===== config.mk =====
export PLATFORM = sky130hd
export DESIGN_NAME = audio_frame_scheduler_flat
export DESIGN_NICKNAME = d
export VERILOG_FILES = /design/src/rtl/audio_frame_scheduler_if.sv /design/src/rtl/audio_frame_scheduler.sv /design/src/flat_wrapper.sv
export SDC_FILE = /design/constraint.sdc
export NUM_CORES = 1
export LEC_CHECK = 0
export CAP_MARGIN = 10
export CORE_ASPECT_RATIO = 2
export CORE_MARGIN = 10
export CORE_UTILIZATION = 34
export DETAILED_ROUTE_END_ITERATION = 12
export SYNTH_ARGS = -nofsm -noshare
export SYNTH_HDL_FRONTEND = slang
export SYNTH_SLANG_ARGS = --single-unit

===== constraint.sdc =====
create_clock -name clk -period 5.25 [get_ports clk]
set_input_delay 0.525 -clock clk [delete_from_list [all_inputs] [get_ports clk]]
set_output_delay 0.525 -clock clk [all_outputs]
set_load 0.005 [all_outputs]

===== src/rtl/audio_frame_scheduler_if.sv =====
// Stream and sample-generator handshake bundle for the audio frame scheduler.
// master = scheduler side, slave = generator/FIFO side.
interface audio_frame_scheduler_if #(
    parameter int DATA_WIDTH = 32
);
    logic                  sample_req;
    logic                  sample_ack;
    logic [DATA_WIDTH-1:0] sample_left;
    logic [DATA_WIDTH-1:0] sample_right;
    logic [DATA_WIDTH-1:0] audio_data;
    logic                  audio_id;
    logic                  audio_valid;
    logic                  audio_ready;

    modport master (
        output sample_req,
        output audio_data,
        output audio_id,
        output audio_valid,
        input  sample_ack,
        input  sample_left,
        input  sample_right,
        input  audio_ready
    );

    modport slave (
        input  sample_req,
        input  audio_data,
        input  audio_id,
        input  audio_valid,
        output sample_ack,
        output sample_left,
        output sample_right,
        output audio_ready
    );
endinterface


===== src/rtl/audio_frame_scheduler.sv =====
// Paces stereo frames: every SAMPLE_DIV cycles it fetches one left/right pair
// from the generator and emits it as two tagged beats on the audio stream.
module audio_frame_scheduler #(
    parameter int DATA_WIDTH = 32,
    parameter int SAMPLE_DIV = 512
) (
    input  logic                          clk,
    input  logic                          resetn,
    input  logic                          enable,
    audio_frame_scheduler_if.master       bus,
    output logic                          busy,
    output logic [15:0]                   overrun_count
);

    typedef enum logic [1:0] {
        ST_IDLE   = 2'd0,
        ST_REQ    = 2'd1,
        ST_SEND_L = 2'd2,
        ST_SEND_R = 2'd3
    } state_t;

    localparam logic [15:0] TICK_AT = 16'(SAMPLE_DIV - 1);

    state_t                r_state;
    logic [15:0]           r_frame_cnt;
    logic                  r_sample_req;
    logic [DATA_WIDTH-1:0] r_audio_data;
    logic                  r_audio_id;
    logic                  r_audio_valid;
    logic                  r_busy;
    logic [15:0]           r_overrun_cnt;
    logic [DATA_WIDTH-1:0] r_left;
    logic [DATA_WIDTH-1:0] r_right;
    logic                  w_tick;
    logic                  w_overrun;

    assign w_tick    = enable && (r_frame_cnt == TICK_AT);
    assign w_overrun = w_tick && (r_state != ST_IDLE) && (r_overrun_cnt != 16'hFFFF);

    assign bus.sample_req  = r_sample_req;
    assign bus.audio_data  = r_audio_data;
    assign bus.audio_id    = r_audio_id;
    assign bus.audio_valid = r_audio_valid;
    assign busy            = r_busy;
    assign overrun_count   = r_overrun_cnt;

    // Frame timer: free-runs while enabled, restarts from zero otherwise.
    always_ff @(posedge clk or negedge resetn) begin
        if (!resetn) begin
            r_frame_cnt <= 16'd0;
        end else if (!enable || w_tick) begin
            r_frame_cnt <= 16'd0;
        end else begin
            r_frame_cnt <= r_frame_cnt + 16'd1;
        end
    end

    // Frame FSM with registered handshake/stream outputs and overrun counter.
    always_ff @(posedge clk or negedge resetn) begin
        if (!resetn) begin
            r_state       <= ST_IDLE;
            r_sample_req  <= 1'b0;
            r_audio_data  <= '0;
            r_audio_id    <= 1'b0;
            r_audio_valid <= 1'b0;
            r_busy        <= 1'b0;
            r_overrun_cnt <= 16'd0;
            r_left        <= '0;
            r_right       <= '0;
        end else begin
            // Ticks landing outside IDLE are dropped, including the one that
            // coincides with the right beat being accepted.
            if (w_overrun) begin
                r_overrun_cnt <= r_overrun_cnt + 16'd1;
            end else begin
                r_overrun_cnt <= r_overrun_cnt;
            end

            case (r_state)
                ST_IDLE: begin
                    if (w_tick) begin
                        r_state      <= ST_REQ;
                        r_sample_req <= 1'b1;
                        r_busy       <= 1'b1;
                    end else begin
                        r_state <= ST_IDLE;
                    end
                end
                ST_REQ: begin
                    if (bus.sample_ack) begin
                        r_left        <= bus.sample_left;
                        r_right       <= bus.sample_right;
                        r_state       <= ST_SEND_L;
                        r_sample_req  <= 1'b0;
                        r_audio_valid <= 1'b1;
                        r_audio_id    <= 1'b0;
                        r_audio_data  <= bus.sample_left;
                    end else begin
                        r_state <= ST_REQ;
                    end
                end
                ST_SEND_L: begin
                    if (bus.audio_ready) begin
                        r_state      <= ST_SEND_R;
                        r_audio_id   <= 1'b1;
                        r_audio_data <= r_right;
                    end else begin
                        r_state <= ST_SEND_L;
                    end
                end
                ST_SEND_R: begin
                    if (bus.audio_ready) begin
                        r_state       <= ST_IDLE;
                        r_audio_valid <= 1'b0;
                        r_busy        <= 1'b0;
                    end else begin
                        r_state <= ST_SEND_R;
                    end
                end
                default: begin
                    r_state       <= ST_IDLE;
                    r_sample_req  <= 1'b0;
                    r_audio_valid <= 1'b0;
                    r_busy        <= 1'b0;
                end
            endcase
        end
    end

endmodule


===== src/flat_wrapper.sv =====
// flat-port wrapper written by rule: the top's interface ports become plain ports
module audio_frame_scheduler_flat 
#(
    parameter int DATA_WIDTH = 32,
    parameter int SAMPLE_DIV = 512
)
  (clk, resetn, enable, busy, overrun_count, bus_sample_req, bus_audio_data, bus_audio_id, bus_audio_valid, bus_sample_ack, bus_sample_left, bus_sample_right, bus_audio_ready);
  audio_frame_scheduler_if #(.DATA_WIDTH(DATA_WIDTH)) bus_i ();
  input  logic clk;
  input  logic resetn;
  input  logic enable;
  output logic busy;
  output logic [15:0] overrun_count;
  output wire logic [$bits(bus_i.sample_req)-1:0] bus_sample_req;
  output wire logic [$bits(bus_i.audio_data)-1:0] bus_audio_data;
  output wire logic [$bits(bus_i.audio_id)-1:0] bus_audio_id;
  output wire logic [$bits(bus_i.audio_valid)-1:0] bus_audio_valid;
  input wire logic [$bits(bus_i.sample_ack)-1:0] bus_sample_ack;
  input wire logic [$bits(bus_i.sample_left)-1:0] bus_sample_left;
  input wire logic [$bits(bus_i.sample_right)-1:0] bus_sample_right;
  input wire logic [$bits(bus_i.audio_ready)-1:0] bus_audio_ready;
  assign bus_sample_req = bus_i.sample_req;
  assign bus_audio_data = bus_i.audio_data;
  assign bus_audio_id = bus_i.audio_id;
  assign bus_audio_valid = bus_i.audio_valid;
  assign bus_i.sample_ack = bus_sample_ack;
  assign bus_i.sample_left = bus_sample_left;
  assign bus_i.sample_right = bus_sample_right;
  assign bus_i.audio_ready = bus_audio_ready;
  audio_frame_scheduler #(.DATA_WIDTH(DATA_WIDTH), .SAMPLE_DIV(SAMPLE_DIV)) u_core (.clk(clk), .resetn(resetn), .enable(enable), .bus(bus_i), .busy(busy), .overrun_count(overrun_count));
endmodule

# Word-level counts from Yosys, hierarchy flattened
# Index checks and enable logic that the tools add are counted.
[op_classes] reduce_logical=16 n_addsub=2 n_mux=18 n_eq_ne=9
[op_table] op="32-bit two-way mux" n=2
[op_table] op="32-bit case mux with 2 select lines" n=1
[op_table] op="16-bit by 1-bit adder with 16-bit output, second input constant" n=2
[op_table] op="16-bit by 9-bit == test with 1-bit output, second input constant" n=1
[op_table] op="16-bit two-way mux" n=1
[op_table] op="16-bit inequality test, second input constant" n=1
[op_table] op="3-bit AND reduction" n=4
[op_table] op="2-bit nonzero test" n=5
[op_table] op="1-bit case mux with 2 select lines" n=4
[op_table] op="2-bit case mux with 4 select lines" n=1
[op_table] op="1-bit two-way mux" n=7
[op_table] op="2-bit inequality test, second input constant" n=3
[op_table] op="2-bit == test, second input constant" n=2
[op_table] op="2-bit two-way mux" n=2
[op_table] op="1-bit logical AND" n=3
[op_table] op="2-bit by 1-bit == test with 1-bit output, second input constant" n=1
[op_table] op="2-bit zero test" n=1
[op_table] op="2-bit by 1-bit inequality test with 1-bit output, second input constant" n=1
[op_table] op="2-bit AND reduction" n=1
[op_table] op="1-bit zero test" n=1
[op_table] op="1-bit logical OR" n=1
[word_totals] word_cells=54 inputBits=69 out_inout_bits=52 register_bits=102

# Logic depth before layout (Yosys ltp)
[logic_depth] depth_word=4 depth_mapped=8 mapped_depth_nobuf=6

# Worst setup path before layout
# OpenSTA, ideal clock, no wires.
[synth_timing] kind="reg-to-reg" startpoint="register u_core.r_frame_cnt[0]" endpoint="register u_core.r_overrun_cnt[1] (netlist: u_core.overrun_count[1])" path_stages_with_launch=6 path_buffers=0 synth_period_minus_slack_ps=1757 slack_ps=3493 setup_time_ps=125 required_ps=5125 t_arrival_ps=1633 cell_sequence="dfrtp_1 ha_1 and4_1 nand4_1 nor3_4 mux2_2"
[synth_between] elab_chain_len=4
[synth_lines] item="start: declaration" line_no="audio_frame_scheduler.sv:25" source="logic [15:0] r_frame_cnt;"
[synth_lines] item="start signal: assignment" line_no="audio_frame_scheduler.sv:54" source="r_frame_cnt <= r_frame_cnt + 16'd1;"
[synth_lines] item="16-bit by 9-bit == test with 1-bit output" line_no="audio_frame_scheduler.sv:37" source="assign w_tick = enable && (r_frame_cnt == TICK_AT);"
[synth_lines] item="1-bit logical AND" line_no="audio_frame_scheduler.sv:37"
[synth_lines] item="1-bit logical AND (2 in a row)" line_no="audio_frame_scheduler.sv:38" source="assign w_overrun = w_tick && (r_state != ST_IDLE) && (r_overrun_cnt != 16'hFFFF);"
[synth_lines] item="end signal: assignment" line_no="audio_frame_scheduler.sv:74" source="r_overrun_cnt <= r_overrun_cnt + 16'd1;"
[synth_lines] item="end signal: assignment" line_no="audio_frame_scheduler.sv:76" source="r_overrun_cnt <= r_overrun_cnt;"
[synth_lines] item="end: declaration" line_no="audio_frame_scheduler.sv:31" source="logic [15:0] r_overrun_cnt;"
# No other way between the ends.
# A chain may end at the register's enable or synchronous reset.

# Worst setup path in the final report
[layout_timing] startpoint="input port bus_sample_ack" endpoint="register u_core.r_audio_data[29] (netlist: u_core.bus.audio_data[29])"
[layout_between] elab_chain_len=2
[layout_lines] item="start: declaration" line_no="flat_wrapper.sv:18" source="input wire logic [$bits(bus_i.sample_ack)-1:0] bus_sample_ack;"
[layout_lines] item="2-bit inequality test (no source line)"
[layout_lines] item="3-bit AND reduction (no source line)"
[layout_lines] item="end signal: assignment" line_no="audio_frame_scheduler.sv:97" source="r_audio_data <= bus.sample_left;"
[layout_lines] item="end signal: assignment" line_no="audio_frame_scheduler.sv:106" source="r_audio_data <= r_right;"
[layout_lines] item="end: declaration" line_no="audio_frame_scheduler.sv:27" source="logic [DATA_WIDTH-1:0] r_audio_data;"
# No other way between the ends.

==> reports/summary.txt <==
Final HPWL DP - 8.488 mm
Num rows - 59
Post-CTS Setup Bufs - 0
Post-synthesis sequential area ratio - 0.5673
P_sw - 345.1 uW
GP Congestion - 0.7493
Leakage - 2.705 nW
Max cap viols - 0
WP data arrival - 2.97 ns
Netlist cell types - 34
Root Driver - clkbuf_16
Post-Place Setup Slack - 2.049 ns
Least-Margin Pin Slew - 0.8705 ns
Clock power frac - 0.464
DIE HEIGHT - 182.7 um
ANT cells - 0
Final WL - 11.33 mm
Ys Warns - 0
Slew Limit Headroom - 0.4136
Nets@finish - 573
Hold WS - 0.1461 ns
Gr ovfl total - 0
Layout cells sized above 1 - 0.1262
Crit Path Class - in2reg
Vias per Instance - 4.877
Final setup TNS - 0 ns
Area Growth Syn to Fin - 37.46%
Sequential Area - 2552 um2
Total Routing Usage GR - 0.1254
Largest net degree at the start of global routing - 64
CTS Buf Count - 9
Core area - 12990 um2
Hold WC Path Type - in2async
Clk_lat worst skew - 0.35 ns
CP endpoint kind - flop
Max H-tree Level - 3
Highest Clock Rate - 0.3643 GHz
Syn avg cell area - 11.72 um2
CP Launch Type - input pin
Avg WL per Cell - 17.19 um
Cts repair resizes - 0
Reg-to-Reg Start - u_core.r_state[0]
Final Hold Vio Count - 0
Core Util, Final - 0.4760
Via count - 3214
Clk pin slew, worst setup/hold paths - 0.08 ns
First-pass GRT wire length - 18.37 mm
Hold-fix buffers, CTS - 0
Int Power - 1.279 mW
Die area - 18510 um2
Post-route setup slack - 2.505 ns
Initial drt markers - 121
Syn Nets - 455
Initial antenna violation count - 0
Clock sink total - 102
Worst R2R End - u_core.bus.audio_data[29]
CTS tree - built
Req. time, crit path - 5.47 ns
Combinational power share - 0.051
Power per cell area - 262.6 nW/um2
Number of port buffers - 120
Clock buffer depth - 2
Tcrit/Tclk final - 0.5228
Multi-input gate area - 1863 um2
Worst-path fanout max - 38
Fin crit period - 2.745 ns
Vias in the first global route - 3590
Sw frac - 0.2125
Outcome - complete, no violations
Final setup fails - 0
Seq cells post-synth - 102
Sequential fraction of design power - 0.486
Worst-case clock skew - 0.01147 ns
DRT Pass-1 Iters - 4
DIE WIDTH - 101.3 um
Ports - 121
Starting Density - 0.3463
Synthesized area - 4499 um2
Final antenna-violating net count - 0
Fill cell count - 1208
Max VDD drop - 0.2361 mV
R2R cell count - 5
RSZ-0062 raised after global routing - no
Fin. max-slew vios - 0
DRC Markers - 0
Cells after synthesis - 384
R2R setup slack - 2.58 ns
==> synth_stat cells <==
cell	count	area share
inv_1	3	0.0025
a21oi_1	1	0.0011
and3_1	3	0.0042
nand3_1	8	0.0089
ha_1	2	0.0056
nor2_1	24	0.020
a2111oi_1	1	0.0022
or3_1	1	0.0014
or2_1	1	0.0014
mux2_2	33	0.083
a22o_1	2	0.0039
nand2_1	54	0.045
buf_2	10	0.011
nor4_4	1	0.0047
a21boi_2	1	0.0025
buf_6	1	0.0025
and4_1	3	0.0058
nand4_1	13	0.018
xor2_1	13	0.025
and3_2	2	0.0033
xnor2_1	15	0.029
nor3_4	1	0.0036
nor2b_1	1	0.0014
dfrtp_1	102	0.57
o21ai_0	38	0.042
a21boi_0	1	0.0017
nor4_1	2	0.0028
buf_4	1	0.0017
nor4_2	1	0.0028
nor4b_4	2	0.011
clkbuf_1	5	0.0042
mux2i_1	33	0.073
or2_2	1	0.0014
and2_1	4	0.0056
==> metal layers <==
metal | part of all wire | GRT usage | routed length [um] | vias to the layer above
met5 | 0 | 0 | 0 | -
met4 | 0.015 | 0.04538 | 166 | 0
met3 | 0.063 | 0.04086 | 709 | 13
met2 | 0.56 | 0.2291 | 6375 | 75
met1 | 0.36 | 0.1260 | 4079 | 1568
li1 | - | - | - | 1558
==> worst max-delay path: stages <==
cell             delay, ns
clkdlybuf4s50_1       0.41
nand2_1               0.10
or2_2                 0.70
a21boi_4              0.63
buf_4                 0.43
o21ai_0               0.16
==> per-stage QoR <==
| stage | area [um2] | cells | power, mW |
|---|---|---|---|
| 5_1_grt | 6185 | 659 | 1.687 |
| 4_1_cts | 6185 | 659 | 1.648 |
| 3_3_place_gp | 5846 | 643 | 0.8880 |
| 2_1_floorplan | 4499 | 384 | 0.8150 |
| 3_5_place_dp | 5846 | 643 | 0.8888 |
| 6_report | 6185 | 659 | 1.624 |
==> how the worst max path moves through the flow <==
stage / start / to / slack [ns] / depth (start not counted)
after global placement: bus_sample_ack / u_core.bus.audio_data[14] / 2.14 / 6
after detailed placement: bus_sample_ack / u_core.bus.audio_data[24] / 2.05 / 6
final: bus_sample_ack / u_core.bus.audio_data[29] / 2.51 / 6
after CTS: bus_sample_ack / u_core.bus.audio_data[22] / 2.44 / 6
after global routing: bus_sample_ack / u_core.bus.audio_data[24] / 2.27 / 6
after floorplan: u_core.r_frame_cnt[0] / u_core.overrun_count[1] / 3.49 / 5
==> flip-flops by register name (all words and copies together), names as in the netlist <==
signal	cells
u_core.r_state	2
u_core.bus.audio_id	1
u_core.bus.audio_data	32
u_core.bus.sample_req	1
u_core.overrun_count	16
u_core.bus.audio_valid	1
u_core.busy	1
u_core.r_frame_cnt	16
u_core.r_right	32
==> logic make-up after synthesis <==
group,count (synthesis),synth area share
buffers and inverters,20,0.02197
adder cells (fa/ha/maj),2,0.005561
multiplexers,66,0.1560
flip-flops,102,0.5673
AND/OR/NAND/NOR,122,0.1410
AO/OA/AOI/OAI,44,0.05367
XOR/XNOR,28,0.05451
==> cells in the final DEF (no fill, tap or decap) <==
cell type / Yosys / routed
a2111oi_1: 1 / 1
a21boi_0: 1 / 1
a21boi_4: 0 / 1
a21oi_1: 1 / 1
a22o_1: 2 / 2
and2_1: 4 / 4
and3_1: 3 / 3
and3_2: 2 / 2
and4_1: 3 / 3
buf_4: 1 / 5
bufinv_16: 0 / 2
clkbuf_16: 0 / 9
clkbuf_8: 0 / 1
clkdlybuf4s50_1: 0 / 119
dfrtp_1: 102 / 102
ha_1: 2 / 2
inv_1: 3 / 3
inv_6: 0 / 2
inv_8: 0 / 2
mux2_2: 33 / 33
mux2i_1: 33 / 33
nand2_1: 54 / 54
nand3_1: 8 / 8
nand4_1: 13 / 13
nor2_1: 24 / 24
nor2b_4: 0 / 1
nor3_4: 1 / 1
nor4_1: 2 / 2
nor4_2: 1 / 1
nor4_4: 1 / 1
nor4b_4: 2 / 2
o21ai_0: 38 / 38
or2_1: 1 / 1
or2_2: 1 / 1
or3_1: 1 / 1
xnor2_1: 15 / 15
xor2_1: 13 / 13
==> final cells by class <==
type | count | area share
clock buffer | 10 | 0.03864
inverter | 3 | 0.001821
timing repair buffer | 124 | 0.1987
tap | 152 | 0.03075
sequential | 102 | 0.4127
clock inverter | 6 | 0.01618
multi-input combinational | 262 | 0.3012
==> power groups by stage <==
stage	Sequential (mW)	Clock, mW	Combinational (mW)
after floorplan	0.804	0	0.0110
after global placement	0.804	0	0.0840
after detailed placement	0.804	0	0.0846
after CTS	0.788	0.774	0.0850
after global routing	0.789	0.807	0.0907
final	0.789	0.753	0.0825
Power figures use the tool's default switching activity.
